$ cat config.mk
export PLATFORM = sky130hd
export DESIGN_NAME = ps2_keyboard_rx_flat
export DESIGN_NICKNAME = d
export VERILOG_FILES = /design/src/rtl/ps2_pkg.sv /design/src/rtl/ps2_keyboard_rx_if.sv /design/src/rtl/ps2_scan_to_ascii.sv /design/src/rtl/ps2_keyboard_rx.sv /design/src/flat_wrapper.sv
export SDC_FILE = /design/constraint.sdc
export NUM_CORES = 1
export LEC_CHECK = 0
export ABC_AREA = 1
export CAP_MARGIN = 20
export CORE_UTILIZATION = 35
export CTS_BUF_LIST = sky130_fd_sc_hd__clkbuf_4 sky130_fd_sc_hd__clkbuf_8
export DETAILED_ROUTE_END_ITERATION = 8
export SYNTH_ARGS = -nofsm -noshare
export SYNTH_HDL_FRONTEND = slang
export SYNTH_HIERARCHICAL = 1
export SYNTH_SLANG_ARGS = --single-unit
$ cat constraint.sdc
create_clock -name clock -period 3.9 [get_ports clock]
set_input_delay 0.39 -clock clock [delete_from_list [all_inputs] [get_ports clock]]
set_output_delay 0.39 -clock clock [all_outputs]
set_load 0.01 [all_outputs]
$ cat src/rtl/ps2_pkg.sv
// ---------------------------------------------------------------------------
// ps2_pkg
// Shared definitions for the PS/2 keyboard receive path: FSM state encoding,
// PS/2 prefix byte values, ASCII control codes and the frame parity helper.
// ---------------------------------------------------------------------------
package ps2_pkg;

  typedef enum logic [2:0] {
    IDLE   = 3'd0,
    DATA   = 3'd1,
    PARITY = 3'd2,
    STOP   = 3'd3,
    DONE   = 3'd4
  } ps2State_t;

  localparam logic [7:0] PS2_BREAK       = 8'hF0;
  localparam logic [7:0] PS2_EXT         = 8'hE0;

  localparam logic [7:0] ASCII_ENTER     = 8'd13;
  localparam logic [7:0] ASCII_BACKSPACE = 8'd8;
  localparam logic [7:0] ASCII_SPACE     = 8'd32;

  // PS/2 uses odd parity: data bits plus the parity bit hold an odd number of ones.
  function automatic logic oddParityOk(input logic [7:0] dataByte, input logic parityBit);
    return ^{dataByte, parityBit};
  endfunction

endpackage

$ cat src/rtl/ps2_keyboard_rx_if.sv
// ---------------------------------------------------------------------------
// ps2_keyboard_rx_if
// Bundles the PS/2 pins and the keyboard-register side outputs.
//   ps2_clk, ps2_data : raw asynchronous PS/2 pins
//   key_reg           : ASCII of the last accepted key
//   sample            : toggles once per accepted key
//   scan_code         : last correctly framed raw byte
//   frame_error       : one-cycle error pulse
//   busy              : receiver is mid-frame
// master = the receiver, slave = whoever drives the pins / consumes results.
// ---------------------------------------------------------------------------
interface ps2_keyboard_rx_if;

  logic       ps2_clk;
  logic       ps2_data;
  logic [7:0] key_reg;
  logic       sample;
  logic [7:0] scan_code;
  logic       frame_error;
  logic       busy;

  modport master (
    input  ps2_clk, ps2_data,
    output key_reg, sample, scan_code, frame_error, busy
  );

  modport slave (
    output ps2_clk, ps2_data,
    input  key_reg, sample, scan_code, frame_error, busy
  );

endinterface

$ cat src/rtl/ps2_scan_to_ascii.sv
// ---------------------------------------------------------------------------
// ps2_scan_to_ascii
// Purely combinational translation of a PS/2 set-2 make code to ASCII.
//   scanCode : 8-bit make code
//   ascii    : ASCII result, 8'd0 for any key without a mapping
// ---------------------------------------------------------------------------
module ps2_scan_to_ascii
  import ps2_pkg::*;
(
  input  logic [7:0] scanCode,
  output logic [7:0] ascii
);

  // Lookup table: digits, lowercase letters, space/enter/backspace.
  always_comb begin
    ascii = 8'd0;
    case (scanCode)
      8'h45: ascii = 8'h30;
      8'h16: ascii = 8'h31;
      8'h1E: ascii = 8'h32;
      8'h26: ascii = 8'h33;
      8'h25: ascii = 8'h34;
      8'h2E: ascii = 8'h35;
      8'h36: ascii = 8'h36;
      8'h3D: ascii = 8'h37;
      8'h3E: ascii = 8'h38;
      8'h46: ascii = 8'h39;
      8'h1C: ascii = 8'h61;
      8'h32: ascii = 8'h62;
      8'h21: ascii = 8'h63;
      8'h23: ascii = 8'h64;
      8'h24: ascii = 8'h65;
      8'h2B: ascii = 8'h66;
      8'h34: ascii = 8'h67;
      8'h33: ascii = 8'h68;
      8'h43: ascii = 8'h69;
      8'h3B: ascii = 8'h6A;
      8'h42: ascii = 8'h6B;
      8'h4B: ascii = 8'h6C;
      8'h3A: ascii = 8'h6D;
      8'h31: ascii = 8'h6E;
      8'h44: ascii = 8'h6F;
      8'h4D: ascii = 8'h70;
      8'h15: ascii = 8'h71;
      8'h2D: ascii = 8'h72;
      8'h1B: ascii = 8'h73;
      8'h2C: ascii = 8'h74;
      8'h3C: ascii = 8'h75;
      8'h2A: ascii = 8'h76;
      8'h1D: ascii = 8'h77;
      8'h22: ascii = 8'h78;
      8'h35: ascii = 8'h79;
      8'h1A: ascii = 8'h7A;
      8'h29: ascii = ASCII_SPACE;
      8'h5A: ascii = ASCII_ENTER;
      8'h66: ascii = ASCII_BACKSPACE;
      default: ascii = 8'd0;
    endcase
  end

endmodule

$ cat src/rtl/ps2_keyboard_rx.sv
// ---------------------------------------------------------------------------
// ps2_keyboard_rx
// PS/2 keyboard receiver feeding the Memory keyboard register. Synchronises
// the PS/2 pins, deserialises 11-bit frames on ps2_clk falling edges, tracks
// break (F0) / extended (E0) prefixes and publishes translated make codes.
//   clock : core clock, rising edge
//   reset : asynchronous, active-high, clears all state
//   bus   : ps2_keyboard_rx_if.master (pins in, key_reg/sample/scan_code/
//           frame_error/busy out; all outputs registered)
// ---------------------------------------------------------------------------
module ps2_keyboard_rx
  import ps2_pkg::*;
#(
  parameter int SYNC_STAGES    = 2,
  parameter int TIMEOUT_CYCLES = 50000
) (
  input  logic              clock,
  input  logic              reset,
  ps2_keyboard_rx_if.master bus
);

  localparam int TW = (TIMEOUT_CYCLES < 2) ? 1 : $clog2(TIMEOUT_CYCLES + 1);
  localparam logic [TW-1:0] TO_MAX = TW'(TIMEOUT_CYCLES);

  logic [SYNC_STAGES-1:0] clkSync_r;
  logic [SYNC_STAGES-1:0] dataSync_r;
  logic                   clkPrev_r;
  logic                   clkCur_s;
  logic                   dataCur_s;
  logic                   fall_s;

  ps2State_t              state_r;
  ps2State_t              nextState_s;
  logic                   abort_s;

  logic [7:0]             shift_r;
  logic [2:0]             bitCnt_r;
  logic                   parity_r;
  logic [TW-1:0]          toCnt_r;
  logic                   timedOut_s;

  logic                   brk_r;
  logic                   ext_r;
  logic [7:0]             key_r;
  logic                   sample_r;
  logic [7:0]             scan_r;
  logic                   frameErr_r;
  logic                   busy_r;

  logic                   brkNext_s;
  logic                   extNext_s;
  logic [7:0]             keyNext_s;
  logic                   sampleNext_s;
  logic [7:0]             scanNext_s;
  logic [7:0]             ascii_s;

  assign clkCur_s   = clkSync_r[SYNC_STAGES-1];
  assign dataCur_s  = dataSync_r[SYNC_STAGES-1];
  assign fall_s     = clkPrev_r & ~clkCur_s;
  assign timedOut_s = (toCnt_r == TO_MAX);

  ps2_scan_to_ascii uXlate (
    .scanCode (shift_r),
    .ascii    (ascii_s)
  );

  // Pin synchronisers plus previous-clock register for falling-edge detect.
  always_ff @(posedge clock or posedge reset) begin
    if (reset) begin
      clkSync_r  <= '0;
      dataSync_r <= '0;
      clkPrev_r  <= 1'b0;
    end else begin
      clkSync_r  <= {clkSync_r[SYNC_STAGES-2:0], bus.ps2_clk};
      dataSync_r <= {dataSync_r[SYNC_STAGES-2:0], bus.ps2_data};
      clkPrev_r  <= clkCur_s;
    end
  end

  // FSM state register.
  always_ff @(posedge clock or posedge reset) begin
    if (reset) begin
      state_r <= IDLE;
    end else begin
      state_r <= nextState_s;
    end
  end

  // FSM next state; a fall always wins over a simultaneous timeout.
  always_comb begin
    nextState_s = state_r;
    abort_s     = 1'b0;
    case (state_r)
      IDLE: begin
        if (fall_s && !dataCur_s) begin
          nextState_s = DATA;
        end else begin
          nextState_s = IDLE;
        end
      end
      DATA: begin
        if (fall_s) begin
          nextState_s = (bitCnt_r == 3'd7) ? PARITY : DATA;
        end else if (timedOut_s) begin
          nextState_s = IDLE;
          abort_s     = 1'b1;
        end else begin
          nextState_s = DATA;
        end
      end
      PARITY: begin
        if (fall_s) begin
          nextState_s = STOP;
        end else if (timedOut_s) begin
          nextState_s = IDLE;
          abort_s     = 1'b1;
        end else begin
          nextState_s = PARITY;
        end
      end
      STOP: begin
        if (fall_s) begin
          if (dataCur_s && oddParityOk(shift_r, parity_r)) begin
            nextState_s = DONE;
          end else begin
            nextState_s = IDLE;
            abort_s     = 1'b1;
          end
        end else if (timedOut_s) begin
          nextState_s = IDLE;
          abort_s     = 1'b1;
        end else begin
          nextState_s = STOP;
        end
      end
      DONE: begin
        nextState_s = IDLE;
      end
      default: begin
        nextState_s = IDLE;
      end
    endcase
  end

  // FSM outputs: what the completed byte does to the prefix flags and key register.
  always_comb begin
    brkNext_s    = brk_r;
    extNext_s    = ext_r;
    keyNext_s    = key_r;
    sampleNext_s = sample_r;
    scanNext_s   = scan_r;
    if (state_r == DONE) begin
      scanNext_s = shift_r;
      if (shift_r == PS2_BREAK) begin
        brkNext_s = 1'b1;
      end else if (shift_r == PS2_EXT) begin
        extNext_s = 1'b1;
      end else if (brk_r || ext_r) begin
        // Byte following a prefix (release or extended key) is consumed silently.
        brkNext_s = 1'b0;
        extNext_s = 1'b0;
      end else if (ascii_s != 8'd0) begin
        keyNext_s    = ascii_s;
        sampleNext_s = ~sample_r;
      end else begin
        keyNext_s = key_r;
      end
    end else begin
      scanNext_s = scan_r;
    end
  end

  // Frame datapath: bit counter, LSB-first shifter, parity capture, timeout counter.
  always_ff @(posedge clock or posedge reset) begin
    if (reset) begin
      shift_r  <= 8'd0;
      bitCnt_r <= 3'd0;
      parity_r <= 1'b0;
      toCnt_r  <= '0;
    end else begin
      if (fall_s) begin
        case (state_r)
          IDLE: begin
            bitCnt_r <= 3'd0;
          end
          DATA: begin
            shift_r  <= {dataCur_s, shift_r[7:1]};
            bitCnt_r <= bitCnt_r + 3'd1;
          end
          PARITY: begin
            parity_r <= dataCur_s;
          end
          default: begin
            parity_r <= parity_r;
          end
        endcase
      end
      // Saturating count of cycles since the last fall; idle line never times out.
      if (fall_s || (state_r == IDLE)) begin
        toCnt_r <= '0;
      end else if (!timedOut_s) begin
        toCnt_r <= toCnt_r + TW'(1);
      end
    end
  end

  // Registered outputs and prefix flags.
  always_ff @(posedge clock or posedge reset) begin
    if (reset) begin
      brk_r      <= 1'b0;
      ext_r      <= 1'b0;
      key_r      <= 8'd0;
      sample_r   <= 1'b0;
      scan_r     <= 8'd0;
      frameErr_r <= 1'b0;
      busy_r     <= 1'b0;
    end else begin
      brk_r      <= brkNext_s;
      ext_r      <= extNext_s;
      key_r      <= keyNext_s;
      sample_r   <= sampleNext_s;
      scan_r     <= scanNext_s;
      frameErr_r <= abort_s;
      busy_r     <= (nextState_s != IDLE);
    end
  end

  assign bus.key_reg     = key_r;
  assign bus.sample      = sample_r;
  assign bus.scan_code   = scan_r;
  assign bus.frame_error = frameErr_r;
  assign bus.busy        = busy_r;

endmodule

$ cat src/flat_wrapper.sv
// flat-port wrapper written by rule: the top's interface ports become plain ports
module ps2_keyboard_rx_flat import ps2_pkg::*;
#(
  parameter int SYNC_STAGES    = 2,
  parameter int TIMEOUT_CYCLES = 50000
)
  (clock, reset, bus_ps2_clk, bus_ps2_data, bus_key_reg, bus_sample, bus_scan_code, bus_frame_error, bus_busy);
  ps2_keyboard_rx_if bus_i ();
  input  logic clock;
  input  logic reset;
  input wire logic [$bits(bus_i.ps2_clk)-1:0] bus_ps2_clk;
  input wire logic [$bits(bus_i.ps2_data)-1:0] bus_ps2_data;
  output wire logic [$bits(bus_i.key_reg)-1:0] bus_key_reg;
  output wire logic [$bits(bus_i.sample)-1:0] bus_sample;
  output wire logic [$bits(bus_i.scan_code)-1:0] bus_scan_code;
  output wire logic [$bits(bus_i.frame_error)-1:0] bus_frame_error;
  output wire logic [$bits(bus_i.busy)-1:0] bus_busy;
  assign bus_i.ps2_clk = bus_ps2_clk;
  assign bus_i.ps2_data = bus_ps2_data;
  assign bus_key_reg = bus_i.key_reg;
  assign bus_sample = bus_i.sample;
  assign bus_scan_code = bus_i.scan_code;
  assign bus_frame_error = bus_i.frame_error;
  assign bus_busy = bus_i.busy;
  ps2_keyboard_rx #(.SYNC_STAGES(SYNC_STAGES), .TIMEOUT_CYCLES(TIMEOUT_CYCLES)) u_core (.clock(clock), .reset(reset), .bus(bus_i));
endmodule
== Word level (Yosys, flattened, before mapping) ==
Memory sizes are Yosys's and may differ from the RTL's.
Index checks and enable logic that the tools add are counted.
Operators by class
  add/subtract/negate cells: 2
  eq/ne operators: 10
  multiplexer cells: 23
  bitwise logic cells: 6
  reduce and logical (&&, ||, !) cells: 19
Operators with widths (number)
  $mux W16: 2
  $add A16 B1 Y16 const B: 1
  $eq A16 B16 Y1 const B: 1
  $eq A8 B8 Y1 const B: 2
  $mux W3: 4
  $pmux W3 S4: 1
  $mux W1: 10
  $reduce_xor A9 Y1: 1
  $mux W8: 1
  $reduce_bool A8 Y1: 1
  $eq A3 B2 Y1 const B: 2
  $eq A3 B3 Y1 const B: 2
  $mux W2: 3
  $pmux W3 S2: 1
  $reduce_and A2 Y1: 3
  $reduce_and A3 Y1: 2
  $reduce_bool A2 Y1: 3
  $not A1 Y1: 5
  $reduce_and A5 Y1: 1
  $add A3 B1 Y3 const B: 1
  $eq A3 B1 Y1 const B: 1
  $logic_not A3 Y1: 1
  $reduce_bool A3 Y1: 1
  $logic_and A1 B1 Y1: 2
  7 further kinds: 8
Word-level totals
  register bits after elaboration: 57
  ROM bits: 896
  input port bits: 4
  output and inout port bits: 19
  word-level logic and storage cells: 76
  memories: 1
Memories
  (name not given): depth 128, bits a word 7, read ports 1, clocked after memory_dff 0, write ports 0, line ps2_scan_to_ascii.sv:17  | case (scanCode)

== Logic depth before layout (Yosys ltp) ==
Gate-level depths: netlist (run 1).
  depth in word-level cells: 6
  mapped depth: 18
  gate-level depth less buffers: 18

== Hierarchy ==
The synthesis (run 1) kept the hierarchy.
Modules (own cells, without submodules)
  ps2_keyboard_rx: times used 1, cells an instance 327, area an instance 2776.4 sq um
  ps2_scan_to_ascii: times used 1, cells an instance 167, area an instance 818.3 sq um

== Least setup slack after synthesis (run 1) ==
Ideal clock, no wire load.
  path type: register to register
  start: register u_core.shift_r[1]
  end: register u_core.sample_r (netlist: u_core/bus.sample)
  library setup time: 117 ps
  data arrival time: 2197 ps
  data required time: 3783 ps
  slack: 1586 ps
  cell stages (with the launch flop): 18
  clock period less this slack: 2314 ps
  cells stage by stage: dfrtp_1 inv_1 ha_1 nand2_1 inv_1 nor2_1 nand2_1 nand2_1 a21oi_1 nand2_1 a21oi_2 nor4_1 nand2_1 nand2_1 nor2_2 nand2_4 nand2_1 nand2_1
On the way
  longest elaborated chain between the ends: 4
  elaborated cells between the ends (all ways): 8
RTL lines
  start: declaration: line ps2_keyboard_rx.sv:36  | logic [7:0] shift_r;
  start signal: assignment: line ps2_keyboard_rx.sv:187  | shift_r <= {dataCur_s, shift_r[7:1]};
  $mem_v2 Z128 W7
  $mux W8: line ps2_scan_to_ascii.sv:17
  named net u_core.ascii_s[0]: line ps2_keyboard_rx.sv:55  | logic [7:0] ascii_s;
  $reduce_bool A8 Y1: line ps2_keyboard_rx.sv:162  | end else if (ascii_s != 8'd0) begin
  $reduce_and A5 Y1 (no line)
  end signal: assignment: line ps2_keyboard_rx.sv:221  | sample_r <= sampleNext_s;
  end: declaration: line ps2_keyboard_rx.sv:45  | logic sample_r;
The timed path passes the listed nets, and every way through them passes these cells.
A chain may end at the register's enable or synchronous reset.

== Worst setup path after layout (run 1) ==
  start: register u_core.shift_r[1]
  end: register u_core.key_r[0] (netlist: u_core/bus.key_reg[0])
On the way
  longest elaborated chain between the ends: 4
  elaborated cells between the ends (all ways): 8
RTL lines
  $mem_v2 Z128 W7
  $mux W8: line ps2_scan_to_ascii.sv:17
  named net u_core.ascii_s[4]: line ps2_keyboard_rx.sv:55
  $reduce_bool A8 Y1: line ps2_keyboard_rx.sv:162
  $reduce_and A5 Y1 (no line)
  end signal: assignment: line ps2_keyboard_rx.sv:220  | key_r <= keyNext_s;
  end: declaration: line ps2_keyboard_rx.sv:44  | logic [7:0] key_r;
The timed path passes the listed nets, and every way through them passes these cells.

==> results of run 1 <==
-- layer usage --
layer	wire, um	share of wire (%)	global-route usage, %	vias up
met2	3660	47	27.3	74
met1	3710	48	21.2	1473
li1	-	-	-	1638
met4	94	1.2	5.09	0
met5	0	0	0	-
met3	298	3.8	4.03	12
-- metrics by stage --
stage | util (%) | std cells | power [uW] | cell area, um2 | hold slack, ns
floorplan | - | 494 | 1860 | 3590 | 0.331
global placement | 39.7 | 640 | 2110 | 3920 | 0.332
detailed placement | 39.7 | 640 | 2120 | 3920 | 0.339
CTS | 41.9 | 656 | 2730 | 4130 | 0.353
global route | 41.9 | 657 | 2990 | 4140 | 0.360
finish | 41.9 | 657 | 2710 | 4140 | 0.352
-- kinds of logic after synthesis --
group	count (synthesis)
DFF	57
AOI/OAI and AO/OA	75
adders and majority gates	11
buffers and inverters	64
and+or+nand+nor	284
xor gates and xnor gates	2
other	1
-- cells in the final DEF (no fill, tap or decap), types with 6 or more instances in the layout --
cell             count
nand2_1            162
inv_1               42
ha_1                11
clkbuf_8            12
nor3_1               6
a21oi_1             19
nor2_2               6
clkdlybuf4s50_1     22
o21ai_1             12
nand3_1             36
dfrtp_1             57
nor2_1              38
nand2_2              7
o21ai_0             33
inv_2               11
-- final timing paths --
path	from	end	slack [ns]	depth (start not counted)
worst max-delay path	u_core/shift_r[1]$_DFFE_PP0P_	u_core/bus.key_reg[0]$_DFFE_PP0P_	1.17	15
worst min-delay path	u_core/dataSync_r[0]$_DFF_PP0_	u_core/dataSync_r[1]$_DFF_PP0_	0.35	0
worst max register to register	u_core/shift_r[1]$_DFFE_PP0P_	u_core/bus.key_reg[0]$_DFFE_PP0P_	1.17	15
worst min register to register	u_core/dataSync_r[0]$_DFF_PP0_	u_core/dataSync_r[1]$_DFF_PP0_	0.35	0
max in group asynchronous	reset	u_core/parity_r$_DFFE_PP0P_	2.60	3
min in group asynchronous	reset	u_core/bus.key_reg[7]$_DFFE_PP0P_	0.51	2
-- final cells by class --
class,count,area [um2]
sequential,57,1430
inverter,54,203
tap,133,166
timing repair buffer,24,235
multi-input combinational,373,1890
clock inverter,2,35.0
clock buffer,14,180
fill,1019,5730
-- power groups by stage --
stage               Combinational, uW  Sequential (uW)  Clock (uW)
finish                           1260              865         591
global route                     1460              894         639
CTS                              1250              865         608
detailed placement               1250              875           0
global placement                 1230              870           0
floorplan                        1060              800           0
-- worst reg2reg max path, delay by kind of cell (launching register included) --
kind / cells / cell delay [ns]
simple gates: 10 / 1.12
flops: 1 / 0.56
fa+ha+maj: 1 / 0.34
buf+inv: 2 / 0.30
compound gates: 2 / 0.29
==> qor.txt, run 1 <==
Die X - 103 um
top-count cell post-synth - nand2_1
first drt pass iteration count - 4
status - finished clean
NetSw - 1230 uW
Yosys cell types - 37
Remaining Overflow, GRT - 0
Async SR Flop Fraction - 100%
HPWL after detailed placement - 5.72 mm
top cell type's share of synthesized area - 39.7%
I/O Buffers - 22
share of power burned in registers - 31.9%
vias - 3197
Mapped Area - 3590 um2
final setup margin - 1.17 ns
Largest Register - u_core/toCnt_r
number of global-route vias before repair - 3020
nets@finish - 534
slowest stage delay, CP - 0.56 ns
Max VDD drop - 290 uV
GP Congestion - 0.924
Comb pwr share - 46.4%
setup violators final - 0
Die Footprint - 10700 um2
Worst slew margin - 48.4%
cells after synthesis - 494
post-route ant nets - 0
Worst-Margin Slew - 0.772 ns
Synth Area in XOR/XNOR - 0.487%
first-pass GRT wire length - 13.7 mm
DR iter-0 viols - 134
Primary FF master, synth - dfrtp_1
proportion of synthesized area in mux cells - 0%
Post-synth top cells - nand2_1 (162), dfrtp_1 (57), inv_1 (43)
post-cts resize count - 0
Top Ports - 23
largest net degree at the start of global routing - 37
largest family of logic cells by synthesized area - simple AND/OR/NAND/NOR gates
Total GRT Usage - 16.5%
number of diodes - 0
CP cell instances - inv_1 > ha_1 > nand2_1 > inv_1 > nor2_1 > nor3_1 > o21ai_0 > a21oi_1 > nor4_1 > nand2_1 > nand2_1 > nor2_2 > nand2_4 > nand2_1 > nand2_1
crit-path max FO - 10
sequential share of the synthesized area - 39.7%
Vias/cell - 4.87
initial antenna violation count - 0
Synth area leaders - dfrtp_1 (40%), nand2_1 (17%), nand3_1 (5.0%)
setup bufs post-CTS - 0
Slew Viols, Final - 0
Core Footprint - 9860 um2
HP Class - flop to flop
Hold Fails Final Rpt - 0
WL/cell - 11.8 um
max-cap violations - 0
Int Pwr - 1480 uW
crit path max-delay cell type - dfrtp_1
Critical Path End Type - flop
syn nets - 509
post-synthesis simple-gate area fraction - 36.9%
Initial Utilization - 36.4%
fin crit period - 2.73 ns
Area Growth Syn to Fin - 15.1%
die height - 103 um
std cell rows - 36
Switching Fraction - 45.3%
Worst path most repeated cell - nand2_1
area share of fa/ha/maj cells after synthesis - 3.83%
Power Density - 656 nW/um2
crit path buf inv count - 2
critical path data required time - 4.12 ns
YS warnings - 6
WS Path Type - flop to flop
RSZ-0062 raised after global routing - no
Synth area leader - dfrtp_1
TritonCTS buffer count - 9
share of layout cells above drive strength 1 - 12.6%
fmax - 367 MHz
Worst path top cell family by delay - simple AND/OR/NAND/NOR gates
Synth Area in Compound Gates - 11.3%
Avg Cell Area, Syn - 7.28 um2
CTS tree - built
number of synthesized flops with an enable pin - 0
leakage power - 0.00206 uW
H-tree levels - 3
register bit count reported by yosys - 57
Fin Setup TNS - 0 ns
Longest Clk Path Bufs - 2
crit share post-route - 69.9%
Startpoint Class - flop
Post-Route WL - 7.76 mm
CTS Hold Bufs - 0
CTS root buffer - clkbuf_8
Clk Latency, worst-skew pair - 0.33 ns
Clock power frac - 21.8%
max reg flops - 16
clock-pin slew on the worst setup and hold paths - 0.06 ns
Layout Skew - 0.00732 ns
arrival time at the worst endpoint - 2.95 ns
Sinks on Clock Net - 57
Setup WS pre-CTS - 1.15 ns
drt drc - 0
(Power assumes the default switching activity.)
==> run 2: changes to the inputs <==
==> constraint.sdc (replaced) <==
create_clock -name clock -period 2.4 [get_ports clock]
set_input_delay 0.24 -clock clock [delete_from_list [all_inputs] [get_ports clock]]
set_output_delay 0.24 -clock clock [all_outputs]
set_load 0.01 [all_outputs]
==> run 2 against run 1 <==
  * Sequential power increased by 49%
  * Largest cell class unchanged
  * Clock skew about the same
  * Hold slack worse by 0.089 ns
  * Register-to-register slack worse by 1.0 ns
  * Non-clock buffer count is 19 higher
  * Sequential share of layout area down 2.4 points
  * Setup slack got worse by 1.0 ns
==> qor.txt, run 2 (synthesized netlist as in run 1, its figures left out) <==
nets@finish - 555
CP cell instances - inv_4 > ha_4 > nand2_1 > inv_1 > nor2_2 > nand2_1 > nand2_1 > a21oi_1 > nand2_1 > a21oi_2 > nor4_2 > nand2_1 > nand2_2 > nor2_4 > nand2_2 > nand2_1 > nand2_1
Power Density - 1130 nW/um2
die height - 103 um
setup violators final - 0
largest net degree at the start of global routing - 36
Int Pwr - 2770 uW
Layout Skew - 0.00752 ns
Post-Route WL - 8.60 mm
most frequent cells in the layout - nand2_1 (155), dfrtp_1 (55), inv_1 (39)
Core Footprint - 9860 um2
final setup margin - 0.138 ns
max-cap violations - 0
CTS root buffer - clkbuf_8
Die X - 103 um
Slew Viols, Final - 0
DR iter-0 viols - 131
Longest Clk Path Bufs - 2
vias - 3337
post-layout util - 45.1%
CTS Hold Bufs - 0
GP Congestion - 0.895
fmax - 442 MHz
Clock power frac - 20.2%
CTS tree - built
Worst path most repeated cell - nand2_1
Worst-Margin Slew - 0.521 ns
Final Power - 5010 uW
critical path depth in cells - 17
arrival time at the worst endpoint - 2.49 ns
crit path buf inv count - 2
Comb pwr share - 54.1%
post-route ant nets - 0
std cell rows - 36
Clk Latency, worst-skew pair - 0.33 ns
Largest Register - u_core/toCnt_r
Non-Filler Instances - 678
HP Class - input port to asynchronous set/reset pin
TritonCTS buffer count - 9
Worst path top cell family by delay - simple AND/OR/NAND/NOR gates
critical path data required time - 2.63 ns
Die Footprint - 10700 um2
share of power burned in registers - 25.8%
Setup WS pre-CTS - -0.0217 ns
first drt pass iteration count - 5
first-pass GRT wire length - 14.2 mm
max reg flops - 16
worst r2r path cells - 17
initial antenna violation count - 0
Area Growth Syn to Fin - 23.8%
Top Ports - 23
WL/cell - 12.7 um
Hold Fails Final Rpt - 0
number of diodes - 0
crit-path max FO - 6
Startpoint Class - flop
fin crit period - 2.26 ns
crit path max-delay cell type - dfrtp_1
Max VDD drop - 440 uV
number of global-route vias before repair - 3122
Sinks on Clock Net - 57
commonest non-fill, non-tap cell in the layout - nand2_1
Total GRT Usage - 17.3%
NetSw - 2240 uW
Switching Fraction - 44.7%
H-tree levels - 3
slowest stage delay, CP - 0.43 ns
leakage power - 0.00218 uW
Vias/cell - 4.92
share of layout cells above drive strength 1 - 21.1%
WS Path Type - flop to flop
I/O Buffers - 22
clock-pin slew on the worst setup and hold paths - 0.07 ns
placed insts - 653
Initial Utilization - 36.4%
Critical Path End Type - flop
FILL cells - 988
crit share post-route - 94.3%
Fin Setup TNS - 0 ns
Worst slew margin - 65.2%
status - finished clean
Remaining Overflow, GRT - 0
HPWL after detailed placement - 6.12 mm
drt drc - 0
## run 2: cell types whose count changed in the layout (fill, tap and decap cells not counted), moves of 3 or more
cell | previous run | this run
buf_4 | 2 | 18
nor2_2 | 6 | 12
nor2_1 | 38 | 32
ha_1 | 11 | 7
o21ai_0 | 33 | 30
nand2_2 | 7 | 15
ha_4 | 0 | 4
inv_1 | 42 | 39
nand2_1 | 162 | 155
## run 2: worst paths after layout
check	from	endpoint	slack [ns]
worst min register to register	u_core/dataSync_r[0]$_DFF_PP0_	u_core/dataSync_r[1]$_DFF_PP0_	0.35
worst min-delay path	reset	u_core/bus.key_reg[1]$_DFFE_PP0P_	0.26
worst max-delay path	u_core/shift_r[1]$_DFFE_PP0P_	u_core/bus.key_reg[1]$_DFFE_PP0P_	0.14
min in group clock	bus_ps2_data	u_core/dataSync_r[0]$_DFF_PP0_	0.34
worst max register to register	u_core/shift_r[1]$_DFFE_PP0P_	u_core/bus.key_reg[1]$_DFFE_PP0P_	0.14
max in group asynchronous	reset	u_core/shift_r[2]$_DFFE_PP0P_	1.54
## run 2: layer usage
metal / part of all wire [%] / GRT usage, %
met3: 3.7 / 3.56
met1: 47 / 22.2
met4: 1.5 / 6.83
met5: 0 / 0
met2: 47 / 28.6
## run 2: timing repair
item / in CTS / in global routing
setup endpoints to repair: 9 / 9
pin swaps: 0 / 11
gates resized for setup: 2 / 37
buffers inserted: 0 / 7
cloned: 0 / 2
endpoints found under the hold margin: 0 / 0
## run 2: worst reg2reg max path, delay by kind of cell, from the launching register on
kind	cells	cell delay, ns
and+or+nand+nor	12	0.99
DFF	1	0.43
AOI/OAI and AO/OA	2	0.30
adders and majority gates	1	0.27
buffers and inverters	2	0.18
## run 2: power groups by stage
stage	combinational [uW]	sequential [uW]	clock [uW]
floorplan	1720	1300	0
global placement	2320	1280	0
detailed placement	2330	1290	0
CTS	2350	1270	1050
global route	3040	1320	1090
finish	2710	1290	1010
## run 2: layout make-up
cell class                 count  area (um2)  share of cell area [%]
clock inverter                 5        78.8                    1.77
multi-input combinational    375        2030                    45.6
timing repair buffer          43         398                    8.94
inverter                      54         205                    4.61
clock buffer                  11         145                    3.26
sequential                    57        1430                    32.1
tap                          133         166                    3.74
## run 2: through the flow
step                cell area, um2  hold WS (ns)
floorplan                     3590         0.271
global placement              4030         0.337
detailed placement            4030         0.335
CTS                           4260         0.275
global route                  4450         0.309
finish                        4450         0.263
==> run 3: changes to the inputs <==
--- a/config.mk
+++ b/config.mk
@@ -7,9 +7,10 @@
 export LEC_CHECK = 0
 export ABC_AREA = 1
 export CAP_MARGIN = 20
-export CORE_UTILIZATION = 35
+export CORE_UTILIZATION = 55
 export CTS_BUF_LIST = sky130_fd_sc_hd__clkbuf_4 sky130_fd_sc_hd__clkbuf_8
 export DETAILED_ROUTE_END_ITERATION = 8
+export PLACE_DENSITY = 0.78
 export SYNTH_ARGS = -nofsm -noshare
 export SYNTH_HDL_FRONTEND = slang
 export SYNTH_HIERARCHICAL = 1
==> run 3 against run 2 <==
  * Clock power rose by 9.9%
  * Clock-buffer cell count did not move
  * Clock skew rose by 0.0025 ns
  * Non-clock buffer count did not move
  * Utilization rose by 25 points
  * Design area barely moved
  * Hold slack improved by 0.0012 ns
  * Sequential cell count did not move
  * Sequential power barely moved
  * Setup slack got worse by 0.0025 ns
  * Cell count fell by 8.3%
  * Die area fell by 36%
  * Largest power group unchanged
==> qor.txt, run 3 (synthesized netlist as in run 1, its figures left out) <==
status - finished clean
I/O Buffers - 22
NetSw - 2310 uW
first-pass GRT wire length - 14.6 mm
number of global-route vias before repair - 3245
register area - 1430 um2
leakage power - 0.00219 uW
post-route ant nets - 0
Int Pwr - 2880 uW
Clock power frac - 21.3%
placed cell area - 3960 um2
Fin Setup TNS - 0 ns
Clk Latency, worst-skew pair - 0.34 ns
number of diodes - 0
placed insts - 597
DR iter-0 viols - 227
setup violators final - 0
Critical Path End Type - flop
drt drc - 0
max reg flops - 16
fmax - 442 MHz
Power Density - 1170 nW/um2
Area Growth Syn to Fin - 23.7%
arrival time at the worst endpoint - 2.54 ns
Die Footprint - 6860 um2
WL/cell - 14.0 um
FILL cells - 515
Hold Fails Final Rpt - 0
Startpoint Class - flop
HP Class - input port to asynchronous set/reset pin
Layout Skew - 0.00998 ns
most frequent cells in the layout - nand2_1 (146), dfrtp_1 (52), inv_1 (36), nand3_1 (36), nor2_1 (32)
Sinks on Clock Net - 57
critical path data required time - 2.67 ns
vias - 3443
Initial Utilization - 56.9%
Top Ports - 23
Post-Route WL - 8.73 mm
H-tree levels - 3
Comb pwr share - 53.5%
Die X - 82.8 um
Remaining Overflow, GRT - 0
std cell rows - 29
clock-pin slew on the worst setup and hold paths - 0.07 ns
share of layout cells above drive strength 1 - 24.0%
crit share post-route - 94.4%
CTS root buffer - clkbuf_8
Slew Viols, Final - 0
TritonCTS buffer count - 9
Total GRT Usage - 26.5%
Non-Filler Instances - 622
largest net degree at the start of global routing - 58
setup slack, reg-to-reg - 0.14 ns
initial antenna violation count - 0
share of power burned in registers - 25.2%
multi-input logic area - 2070 um2
commonest non-fill, non-tap cell in the layout - nand2_1
Worst-Margin Slew - 0.534 ns
Max VDD drop - 746 uV
HPWL after detailed placement - 6.12 mm
WS Path Type - flop to flop
nets@finish - 555
post-layout instance area - 4450 um2
GP Congestion - 0.860
crit-path max FO - 11
fin crit period - 2.26 ns
Longest Clk Path Bufs - 2
Vias/cell - 5.54
Switching Fraction - 44.4%
Core Footprint - 6310 um2
max-cap violations - 0
Worst slew margin - 64.3%
die height - 82.8 um
first drt pass iteration count - 5
Largest Register - u_core/toCnt_r
CTS tree - built
## run 3: changes by cell type in the layout (fill, tap and decap cells not counted), moves of 2 or more
| cell | before | now |
|---|---|---|
| inv_2 | 13 | 15 |
| dfrtp_1 | 55 | 52 |
| nand2_1 | 155 | 146 |
| dfrtp_2 | 2 | 5 |
| inv_1 | 39 | 36 |
| nand2_4 | 4 | 6 |
| nand2_2 | 15 | 22 |
## run 3: per-stage QoR
step | power (uW) | hold WS, ns | utilization (%) | setup WS (ns)
finish | 5190 | 0.264 | 70.4 | 0.135
global route | 5600 | 0.290 | 70.4 | -0.00775
CTS | 4760 | 0.273 | 66.6 | 0.0273
detailed placement | 3610 | 0.347 | 62.6 | -0.0347
global placement | 3580 | 0.335 | 62.6 | 0.0453
floorplan | 3020 | 0.271 | - | 0.0859
## run 3: metal layers
layer  up-vias  part of all wire, %  global-route usage, %
met2       110                   49                   43.7
met1      1612                   45                   34.0
met3        21                  4.2                   5.57
met4         0                  2.1                   10.8
met5         -                    0                      0
li1       1700                    -                      -
## run 3: final cells by class
type	instances	share of cell area, %
well taps	77	2.17
multi-input cells	375	46.5
clock buffers	11	3.12
repair buffers	43	9.03
flip-flops and latches	57	32.2
inverters	54	4.67
clock inverters	5	2.34
## run 3: worst paths after layout
kind | from | to | cells past startpoint
min | reset | u_core/bus.key_reg[2]$_DFFE_PP0P_ | 3
max | u_core/shift_r[2]$_DFFE_PP0P_ | u_core/bus.key_reg[3]$_DFFE_PP0P_ | 17
max reg2reg | u_core/shift_r[2]$_DFFE_PP0P_ | u_core/bus.key_reg[3]$_DFFE_PP0P_ | 17
min reg2reg | u_core/clkSync_r[0]$_DFF_PP0_ | u_core/clkSync_r[1]$_DFF_PP0_ | 0
min in group clock | bus_ps2_data | u_core/dataSync_r[0]$_DFF_PP0_ | 1
max in group asynchronous | reset | u_core/shift_r[0]$_DFFE_PP0P_ | 3
## run 3: power groups by stage
| stage | combinational, uW | clock, uW | sequential [uW] |
|---|---|---|---|
| after CTS | 2370 | 1120 | 1270 |
| after floorplan | 1720 | 0 | 1300 |
| final | 2780 | 1110 | 1310 |
| after detailed placement | 2330 | 0 | 1290 |
| after global routing | 3100 | 1180 | 1330 |
| after global placement | 2300 | 0 | 1280 |
## run 3: worst max-delay path: stages, from the launching register on
cell	delay (ns)
dfrtp_2	0.45
buf_4	0.21
nand2_4	0.09
inv_2	0.04
nor2_1	0.21
nand2_2	0.11
buf_4	0.14
nand2_1	0.05
nand2_1	0.04
nand3_1	0.09
a21oi_2	0.08
nor4_2	0.14
nand2_1	0.10
nand2_2	0.12
nor2_4	0.08
nand2_4	0.13
nand2_2	0.06
nand2_1	0.06
## run 3: what timing repair did
item | CTS | global route
endpoints found under the hold margin | 0 | 0
resized for setup | 1 | 59
setup buffers | 0 | 7
pin swaps | 0 | 16
hold buffers | 0 | 0
endpoints found under the setup margin | 9 | 9
gates cloned | 0 | 2
